## src/rtl/mem_access_unit.sv

```systemverilog
// mem_access_unit
//   Load/store and instruction-fetch bridge between the multicycle
//   control/datapath and a word-wide single-port synchronous RAM. One
//   byte-addressed request is accepted at a time. Stores are lane-replicated
//   with byte enables. Loads return sign/zero-extended data with a one-cycle
//   ready pulse.
//
// Parameters
//   ADDR_W    word-address width of the RAM (2**ADDR_W 32-bit words)
//   READ_LAT  RAM read latency in cycles after mem_en (1..4)
//
// Optional feature macro
//   MISALIGN_TRAP_EN  when defined, a misaligned request skips the RAM and
//                     completes with ready=misaligned=1 one cycle after it is
//                     accepted. When undefined, misaligned is tied low and the
//                     low address bits are ignored as needed.
//
// Ports
//   clk, reset        rising-edge clock, asynchronous active-high reset
//   req, wren         request (held until ready), 1=store / 0=load or fetch
//   funct3            RV32 memory size/sign code (fetch uses 3'b010)
//   addr, wdata       byte address, store data
//   rdata             extended load data, held until the next load completes
//   ready             one-cycle completion pulse
//   misaligned        with ready: request was misaligned (trap build only)
//   mem_en, mem_we    RAM enable / write enable
//   mem_be            RAM byte enables, bit i = byte lane i
//   mem_addr          RAM word address
//   mem_wdata         RAM write data
//   mem_rdata         RAM read data, valid READ_LAT cycles after mem_en

module mem_access_unit #(
  parameter int unsigned ADDR_W   = 12,
  parameter int unsigned READ_LAT = 1
) (
  input  logic              clk,
  input  logic              reset,
  input  logic              req,
  input  logic              wren,
  input  logic [2:0]        funct3,
  input  logic [31:0]       addr,
  input  logic [31:0]       wdata,
  output logic [31:0]       rdata,
  output logic              ready,
  output logic              misaligned,
  output logic              mem_en,
  output logic              mem_we,
  output logic [3:0]        mem_be,
  output logic [ADDR_W-1:0] mem_addr,
  output logic [31:0]       mem_wdata,
  input  logic [31:0]       mem_rdata
);

  localparam int unsigned CNT_W = 3;

  typedef enum logic [1:0] {
    IDLE  = 2'd0,
    WRITE = 2'd1,
    READ  = 2'd2,
    RESP  = 2'd3
  } state_t;

  state_t             state_q, state_d;
  logic [2:0]         funct3_q, funct3_d;
  logic [1:0]         lane_q, lane_d;
  logic [CNT_W-1:0]   cnt_q, cnt_d;
  logic [31:0]        rdata_q, rdata_d;
  logic               ready_q, ready_d;
  logic               mem_en_q, mem_en_d;
  logic               mem_we_q, mem_we_d;
  logic [3:0]         mem_be_q, mem_be_d;
  logic [ADDR_W-1:0]  mem_addr_q, mem_addr_d;
  logic [31:0]        mem_wdata_q, mem_wdata_d;

  // Address bits above the RAM word range do not take part in the access.
  generate
    if (ADDR_W + 2 < 32) begin : g_addr_hi
      logic unused_addr_hi;
      assign unused_addr_hi = ^addr[31:ADDR_W+2];
    end
  endgenerate

  // Store lane steering from the live request inputs (funct3[1:0] = size).
  logic [3:0]  st_be_c;
  logic [31:0] st_wdata_c;

  always_comb begin
    st_be_c    = 4'b1111;
    st_wdata_c = wdata;
    case (funct3[1:0])
      2'b00: begin
        st_be_c    = 4'(4'b0001 << addr[1:0]);
        st_wdata_c = {4{wdata[7:0]}};
      end
      2'b01: begin
        st_be_c    = addr[1] ? 4'b1100 : 4'b0011;
        st_wdata_c = {2{wdata[15:0]}};
      end
      default: begin
        st_be_c    = 4'b1111;
        st_wdata_c = wdata;
      end
    endcase
  end

  // Load extraction from the RAM word using the latched size and byte lane.
  // Reserved codes fall into the default arm and pass the word through.
  logic [7:0]  ld_byte_c;
  logic [15:0] ld_half_c;
  logic [31:0] ld_ext_c;

  always_comb begin
    ld_byte_c = mem_rdata[7:0];
    case (lane_q)
      2'd0:    ld_byte_c = mem_rdata[7:0];
      2'd1:    ld_byte_c = mem_rdata[15:8];
      2'd2:    ld_byte_c = mem_rdata[23:16];
      default: ld_byte_c = mem_rdata[31:24];
    endcase
    ld_half_c = lane_q[1] ? mem_rdata[31:16] : mem_rdata[15:0];
    ld_ext_c  = mem_rdata;
    case (funct3_q)
      3'b000:  ld_ext_c = {{24{ld_byte_c[7]}}, ld_byte_c};
      3'b100:  ld_ext_c = {24'h000000, ld_byte_c};
      3'b001:  ld_ext_c = {{16{ld_half_c[15]}}, ld_half_c};
      3'b101:  ld_ext_c = {16'h0000, ld_half_c};
      default: ld_ext_c = mem_rdata;
    endcase
  end

`ifdef MISALIGN_TRAP_EN
  logic misaligned_q, misaligned_d;
  logic mis_c;

  // Halfwords need addr[0]=0; word-sized codes (funct3[1]=1) need addr[1:0]=0.
  always_comb begin
    mis_c = 1'b0;
    if (funct3[1]) begin
      mis_c = (addr[1:0] != 2'b00);
    end else if (funct3[0]) begin
      mis_c = addr[0];
    end
  end
`endif

  // Next-state and registered-output logic.
  always_comb begin
    state_d     = state_q;
    funct3_d    = funct3_q;
    lane_d      = lane_q;
    cnt_d       = cnt_q;
    rdata_d     = rdata_q;
    ready_d     = 1'b0;
    mem_en_d    = 1'b0;
    mem_we_d    = 1'b0;
    mem_be_d    = mem_be_q;
    mem_addr_d  = mem_addr_q;
    mem_wdata_d = mem_wdata_q;
`ifdef MISALIGN_TRAP_EN
    misaligned_d = 1'b0;
`endif

    case (state_q)
      IDLE: begin
        if (req) begin
          funct3_d   = funct3;
          lane_d     = addr[1:0];
          mem_addr_d = addr[ADDR_W+1:2];
`ifdef MISALIGN_TRAP_EN
          if (mis_c) begin
            state_d      = RESP;
            ready_d      = 1'b1;
            misaligned_d = 1'b1;
          end else
`endif
          if (wren) begin
            state_d     = WRITE;
            mem_en_d    = 1'b1;
            mem_we_d    = 1'b1;
            mem_be_d    = st_be_c;
            mem_wdata_d = st_wdata_c;
          end else begin
            state_d  = READ;
            mem_en_d = 1'b1;
            mem_be_d = 4'b1111;
            cnt_d    = CNT_W'(READ_LAT);
          end
        end
      end

      // RAM write strobe is high for this single cycle.
      WRITE: begin
        state_d = RESP;
        ready_d = 1'b1;
      end

      // cnt reaches zero in the cycle mem_rdata is valid.
      READ: begin
        if (cnt_q == '0) begin
          rdata_d = ld_ext_c;
          ready_d = 1'b1;
          state_d = RESP;
        end else begin
          cnt_d = cnt_q - CNT_W'(1);
        end
      end

      // ready is high during RESP; req here is ignored.
      RESP: begin
        state_d = IDLE;
      end

      default: begin
        state_d = IDLE;
      end
    endcase
  end

  // State and output registers.
  always_ff @(posedge clk or posedge reset) begin
    if (reset) begin
      state_q     <= IDLE;
      funct3_q    <= 3'b000;
      lane_q      <= 2'b00;
      cnt_q       <= '0;
      rdata_q     <= 32'h0;
      ready_q     <= 1'b0;
      mem_en_q    <= 1'b0;
      mem_we_q    <= 1'b0;
      mem_be_q    <= 4'b0000;
      mem_addr_q  <= '0;
      mem_wdata_q <= 32'h0;
`ifdef MISALIGN_TRAP_EN
      misaligned_q <= 1'b0;
`endif
    end else begin
      state_q     <= state_d;
      funct3_q    <= funct3_d;
      lane_q      <= lane_d;
      cnt_q       <= cnt_d;
      rdata_q     <= rdata_d;
      ready_q     <= ready_d;
      mem_en_q    <= mem_en_d;
      mem_we_q    <= mem_we_d;
      mem_be_q    <= mem_be_d;
      mem_addr_q  <= mem_addr_d;
      mem_wdata_q <= mem_wdata_d;
`ifdef MISALIGN_TRAP_EN
      misaligned_q <= misaligned_d;
`endif
    end
  end

  assign rdata     = rdata_q;
  assign ready     = ready_q;
  assign mem_en    = mem_en_q;
  assign mem_we    = mem_we_q;
  assign mem_be    = mem_be_q;
  assign mem_addr  = mem_addr_q;
  assign mem_wdata = mem_wdata_q;
`ifdef MISALIGN_TRAP_EN
  assign misaligned = misaligned_q;
`else
  assign misaligned = 1'b0;
`endif

endmodule

```

## config.mk

```make
export PLATFORM = sky130hd
export DESIGN_NAME = mem_access_unit
export DESIGN_NICKNAME = d
export VERILOG_FILES = /design/src/rtl/mem_access_unit.sv
export SDC_FILE = /design/constraint.sdc
export NUM_CORES = 1
export LEC_CHECK = 0
export ABC_AREA = 0
export CORE_MARGIN = 2
export CORE_UTILIZATION = 39
export DETAILED_ROUTE_END_ITERATION = 10
export PLACE_DENSITY = 0.82
export SLEW_MARGIN = 25
export SYNTH_ARGS = -nofsm -noshare
export SYNTH_HDL_FRONTEND = slang
export SYNTH_SLANG_ARGS = --single-unit
export TNS_END_PERCENT = 20
```

## constraint.sdc

```tcl
create_clock -name clk -period 2.5 [get_ports clk]
set_clock_uncertainty 0.1 [all_clocks]
set_input_delay 0.25 -clock clk [delete_from_list [all_inputs] [get_ports clk]]
set_output_delay 0.25 -clock clk [all_outputs]
set_load 0.005 [all_outputs]
```

After elaboration in Yosys (flattened, before gate mapping)
Cells that the tools add are included.

Flip-flop bits (word level): 93. Output and inout bits: 84.

Add/sub/neg operators: 1. Equal/unequal tests: 13. Shifts and indexed selects: 1. Multiplexer cells: 22. Reductions and logical operators: 11.

Operators by type and width (number): 32-bit case mux with 4 select lines (1); 32-bit case mux with 2 select lines (1); 8-bit case mux with 3 select lines (1); 16-bit two-way mux (1); 3-bit two-way mux (3); 4-bit two-way mux (2); 2-bit != test, second input constant (4); 2-bit case mux with 4 select lines (1); 4-bit case mux with 2 select lines (1); 2-bit by 1-bit equality test with 1-bit output, second input constant (3); 2-bit equality test, second input constant (3); 3-bit equality test, second input constant (2); 2-bit zero test (3); 3-bit zero test (2); 1-bit two-way mux (6); 2-bit two-way mux (3); 3-bit case mux with 2 select lines (1); 2-bit AND reduction (3); 4-bit AND reduction (1); 1-bit by 2-bit left shift with 4-bit output, first input constant (1); 3-bit by 1-bit equality test with 1-bit output, second input constant (1); 3-bit AND reduction (1); 3-bit by 1-bit subtractor with 3-bit output, second input constant (1); 1-bit case mux with 2 select lines (1); 2-bit nonzero test (1).

Longest topological paths before layout
Depth in word-level cells: 3. Depth in mapped cells: 8. Mapped depth without buffers: 6.

Least setup slack after synthesis
OpenSTA, ideal clock, no wires.

Path type: flip-flop to flip-flop. Start point: register cnt_q[0]. End point: register cnt_q[0]. Setup time: 0.125 ns. Arrival: 1.582 ns. Required time: 2.275 ns. Path slack: 0.694 ns. Stages on the path, launching flop included: 8. Cells stage by stage: dfrtp_1 > inv_1 > ha_1 > ha_1 > and2_1 > buf_2 > a211oi_4 > mux2_2.

Cells in the longest elaborated chain, start to end: 3. Elaborated cells on any way between the ends: 6. Those cells by class: 1 x add/sub; 1 x eq/ne; 2 x mux; 2 x reduce/logical.

RTL lines: start, declared (RTL line 66) `logic [CNT_W-1:0] cnt_q, cnt_d;`; start signal, assigned (RTL line 240) `cnt_q <= cnt_d;`; 3-bit by 1-bit subtractor with 3-bit output / 3-bit zero test (equally long branches) (RTL line 204, 199); 3-bit two-way mux / 2-bit != test (equally long branches); 3-bit case mux with 2 select lines / 4-bit AND reduction (equally long branches).

Parallel ways exist; a longest one is shown, timed or not. The select of a mux whose other input is x is not followed. A chain may end at the register's enable or synchronous reset.

Worst setup path after layout
Start point: register cnt_q[0]. End point: register rdata_q[3], in the netlist rdata[3].

Cells in the longest elaborated chain, start to end: 2.

RTL lines: 3-bit zero test (RTL line 199) `if (cnt_q == '0) begin`; 2-bit AND reduction (no source line); end signal, assigned (RTL line 241) `rdata_q <= rdata_d;`; end, declared (RTL line 67) `logic [31:0] rdata_q, rdata_d;`.

No other way between the ends.

==> flow_summary.yaml <==
run_status:
  outcome: "complete, no violations"
synth:
  synth_simple_gate_area_frac: 0.116
  synthCells: 421
  synth_compound_area_frac: 0.125
  synth.distinct_cells: 40
  synthArstFlopShare: 1.00
  syn_area_per_cell_sq_um: 10.8
  yosysSeqAreaShare: 0.512
  synth_top_family_by_area: "multiplexers"
  syn_nets: 529
  synth-adder-area-share: 0.0138
  ys_seq_elements: 93
  yosysWarnings: 0
  synthMuxAreaShare: 0.187
  syn-cell-area_sq_um: 4550
  synth_xor_area_frac: 0
  synth-edff-count: 0
  yosys_most_used_dff: "dfrtp_1"
sta:
  rsz0062_at_grt: "false"
  post-route-min-period_ns: 2.25
  max_freq_mhz: 444
  timing.final.crit_share: 0.900
  finalSetupTns_ns: 0
  slew_headroom: 0.568
  worst_pin_slew_ns: 0.646
  hold_viol_final: 0
  slew_violations: 0
  setup_viol: 0
drt:
  wirelength_mm: 13.1
  drt_iter0_markers: 209
  drc: 0
  post_drt_wl_per_cell_um: 17.8
  drt-pass1-iter-count: 6
  ant_nets: 0
  vias_per_cell: 5.34
  num_vias: 3914
setup_path:
  required_ns: 2.58
  path_class: "flip-flop to flip-flop"
  reg2reg_depth: 7
  r2r-end: "rdata[3]$_DFFE_PP0P_"
  r2r_start: "cnt_q[0]$_DFFE_PP0P_"
  crit_fanout: 14
  arrival_ns: 2.33
  end_kind: "flip-flop"
  r2r_slack_ns: 0.25
  startpoint_type: "flip-flop"
die:
  die_width_um: 112
  coreArea_sq_um: 11400
  start_util: 0.398
  rows: 39
  dieHeight_um: 112
  dieArea_sq_um: 12500
  ios: 187
cts:
  cts.sinks: 93
  ctsHoldBuffers: 0
  clock_path_buffers: 2
  cts_tree: "yes"
  cts_resized: 0
  clockRootBuffer: "clkbuf_16"
  clk_pin_slew_ns: 0.07
  clock_latency_ns: 0.34
  cts_inserted_buffers: 9
  cts_setup_buffers: 0
  htreeDepth: 3
pwr:
  p_switching_mw: 2.58
  power_frac_seq: 0.339
  power.leakage_nw: 2.85
  pwr_density_cell_nw_per_um2: 1190
  pwr-share-clk: 0.210
  comb_power_share: 0.451
  peakVddDrop_v: 0.000567
  p_sw_frac: 0.321
  internal_power_mw: 5.45
global_route:
  grt_pass1_vias: 4069
  grt_max_degree: 41
  grt_usage: 0.209
  grt_pass1_wl_mm: 21.0
  grt_antenna_before_repair: 0
  overflow: 0
layout:
  fin_nets: 693
  drive_above_1_share: 0.141
  area_growth_pct: 48.4
  stdcell_count: 733
  antenna_cells: 0
  fillers: 973
placement:
  dp_hpwl_mm: 9.75
  dp.cells: 717
  gp_congestion: 0.912
  port_buffers: 167
min_path:
  hold_class: "input pin to asynchronous set/reset pin"
run:
  max-cap-violations: 0
## synthesized netlist by cell type (3+ instances only)
library cell / number / area (sq um)
dfrtp_1: 93 / 2330
mux2_2: 41 / 462
nand2_1: 41 / 154
o21ai_0: 36 / 180
mux2i_1: 35 / 350
nor2_1: 28 / 105
a21oi_1: 25 / 125
o22ai_1: 17 / 106
buf_2: 12 / 60.1
nand2b_1: 11 / 68.8
clkbuf_1: 10 / 37.5
inv_1: 10 / 37.5
nand4b_1: 8 / 70.1
a211oi_1: 7 / 52.6
nor4_1: 7 / 43.8
ha_1: 5 / 62.6
o311ai_0: 4 / 35.0
buf_6: 3 / 33.8
clkbuf_2: 3 / 15.0
nor2b_1: 3 / 18.8
## worst max-delay path, stage by stage, from the launching register on
cell      delay, ns
dfrtp_1        0.39
inv_1          0.07
ha_1           0.15
ha_1           0.43
nand2_1        0.13
buf_4          0.21
nor2_1         0.44
a211oi_1       0.18
## cell families after synthesis
kind of cell | after synthesis
other | 1
DFF | 93
muxes | 78
adders and majority gates | 5
and+or+nand+nor | 107
AOI/OAI and AO/OA | 94
buffers and inverters | 43
## metrics by stage
step	hold WS, ns	cell area, sq um	total power [mW]	util	setup slack [ns]
floorplan	0.301	4550	4.44	-	0.694
global placement	0.360	6380	6.22	0.559	0.388
global route	0.0772	6750	8.56	0.591	0.113
finish	0.0692	6750	8.04	0.591	0.249
CTS	0.0710	6750	8.10	0.591	0.279
detailed placement	0.369	6380	6.37	0.559	0.297
## area by class of cell
class / count / area [sq um] / share of cell area
flip-flops and latches: 93 / 2330 / 0.345
well taps: 143 / 179 / 0.0265
repair buffers: 184 / 1810 / 0.268
clock inverters: 7 / 145 / 0.0215
multi-input cells: 285 / 2010 / 0.298
clock buffers: 9 / 225 / 0.0334
inverters: 12 / 48.8 / 0.00723
## registers in the layout (all words and copies together), names as in the netlist
| signal | cells |
|---|---|
| cnt_q | 3 |
| funct3_q | 3 |
| lane_q | 2 |
| mem_addr | 12 |
| mem_be | 4 |
| mem_en | 1 |
| mem_wdata | 32 |
| mem_we | 1 |
| rdata | 32 |
| ready | 1 |
| state_q | 2 |
## per-layer routing
layer  vias up  GRT usage  part of all wire
li1       1820          -                 -
met1      1868      0.244              0.39
met2       202      0.355              0.48
met3        24     0.0915              0.12
met4         0     0.0504             0.016
met5         -          0                 0
## power groups by stage
stage / Combinational, mW / Clock, mW / Sequential, mW
6_report: 3.62 / 1.69 / 2.73
3_5_place_dp: 3.62 / 0 / 2.75
3_3_place_gp: 3.53 / 0 / 2.70
2_1_floorplan: 1.75 / 0 / 2.69
5_1_grt: 3.96 / 1.78 / 2.82
4_1_cts: 3.65 / 1.73 / 2.72
## placed cells by master (no fill, tap or decap), types with 3 or more instances in the layout
cell	n
nand2_1	41
o21ai_0	36
a211oi_1	7
nor4_1	7
o311ai_0	4
o22ai_1	17
clkbuf_16	9
mux2_2	41
dfrtp_1	93
a21oi_1	25
buf_4	16
bufinv_16	4
nor2_1	28
nand2b_1	11
nand4b_1	8
clkdlybuf4s50_1	167
inv_1	9
ha_1	5
nor2b_1	3
mux2i_1	35
## worst max path at each step
stage | from | end | slack, ns | cells past startpoint
2_1_floorplan | cnt_q[0]$_DFFE_PP0P_ | cnt_q[0]$_DFFE_PP0P_ | 0.69 | 7
3_3_place_gp | cnt_q[0]$_DFFE_PP0P_ | rdata[3]$_DFFE_PP0P_ | 0.39 | 7
3_5_place_dp | cnt_q[0]$_DFFE_PP0P_ | rdata[3]$_DFFE_PP0P_ | 0.30 | 7
4_1_cts | cnt_q[0]$_DFFE_PP0P_ | rdata[3]$_DFFE_PP0P_ | 0.28 | 7
5_1_grt | state_q[0]$_DFFE_PP0P_ | mem_be[3]$_DFFE_PP0P_ | 0.11 | 6
6_report | cnt_q[0]$_DFFE_PP0P_ | rdata[3]$_DFFE_PP0P_ | 0.25 | 7
No activity file was read; power rests on OpenSTA's default activity.
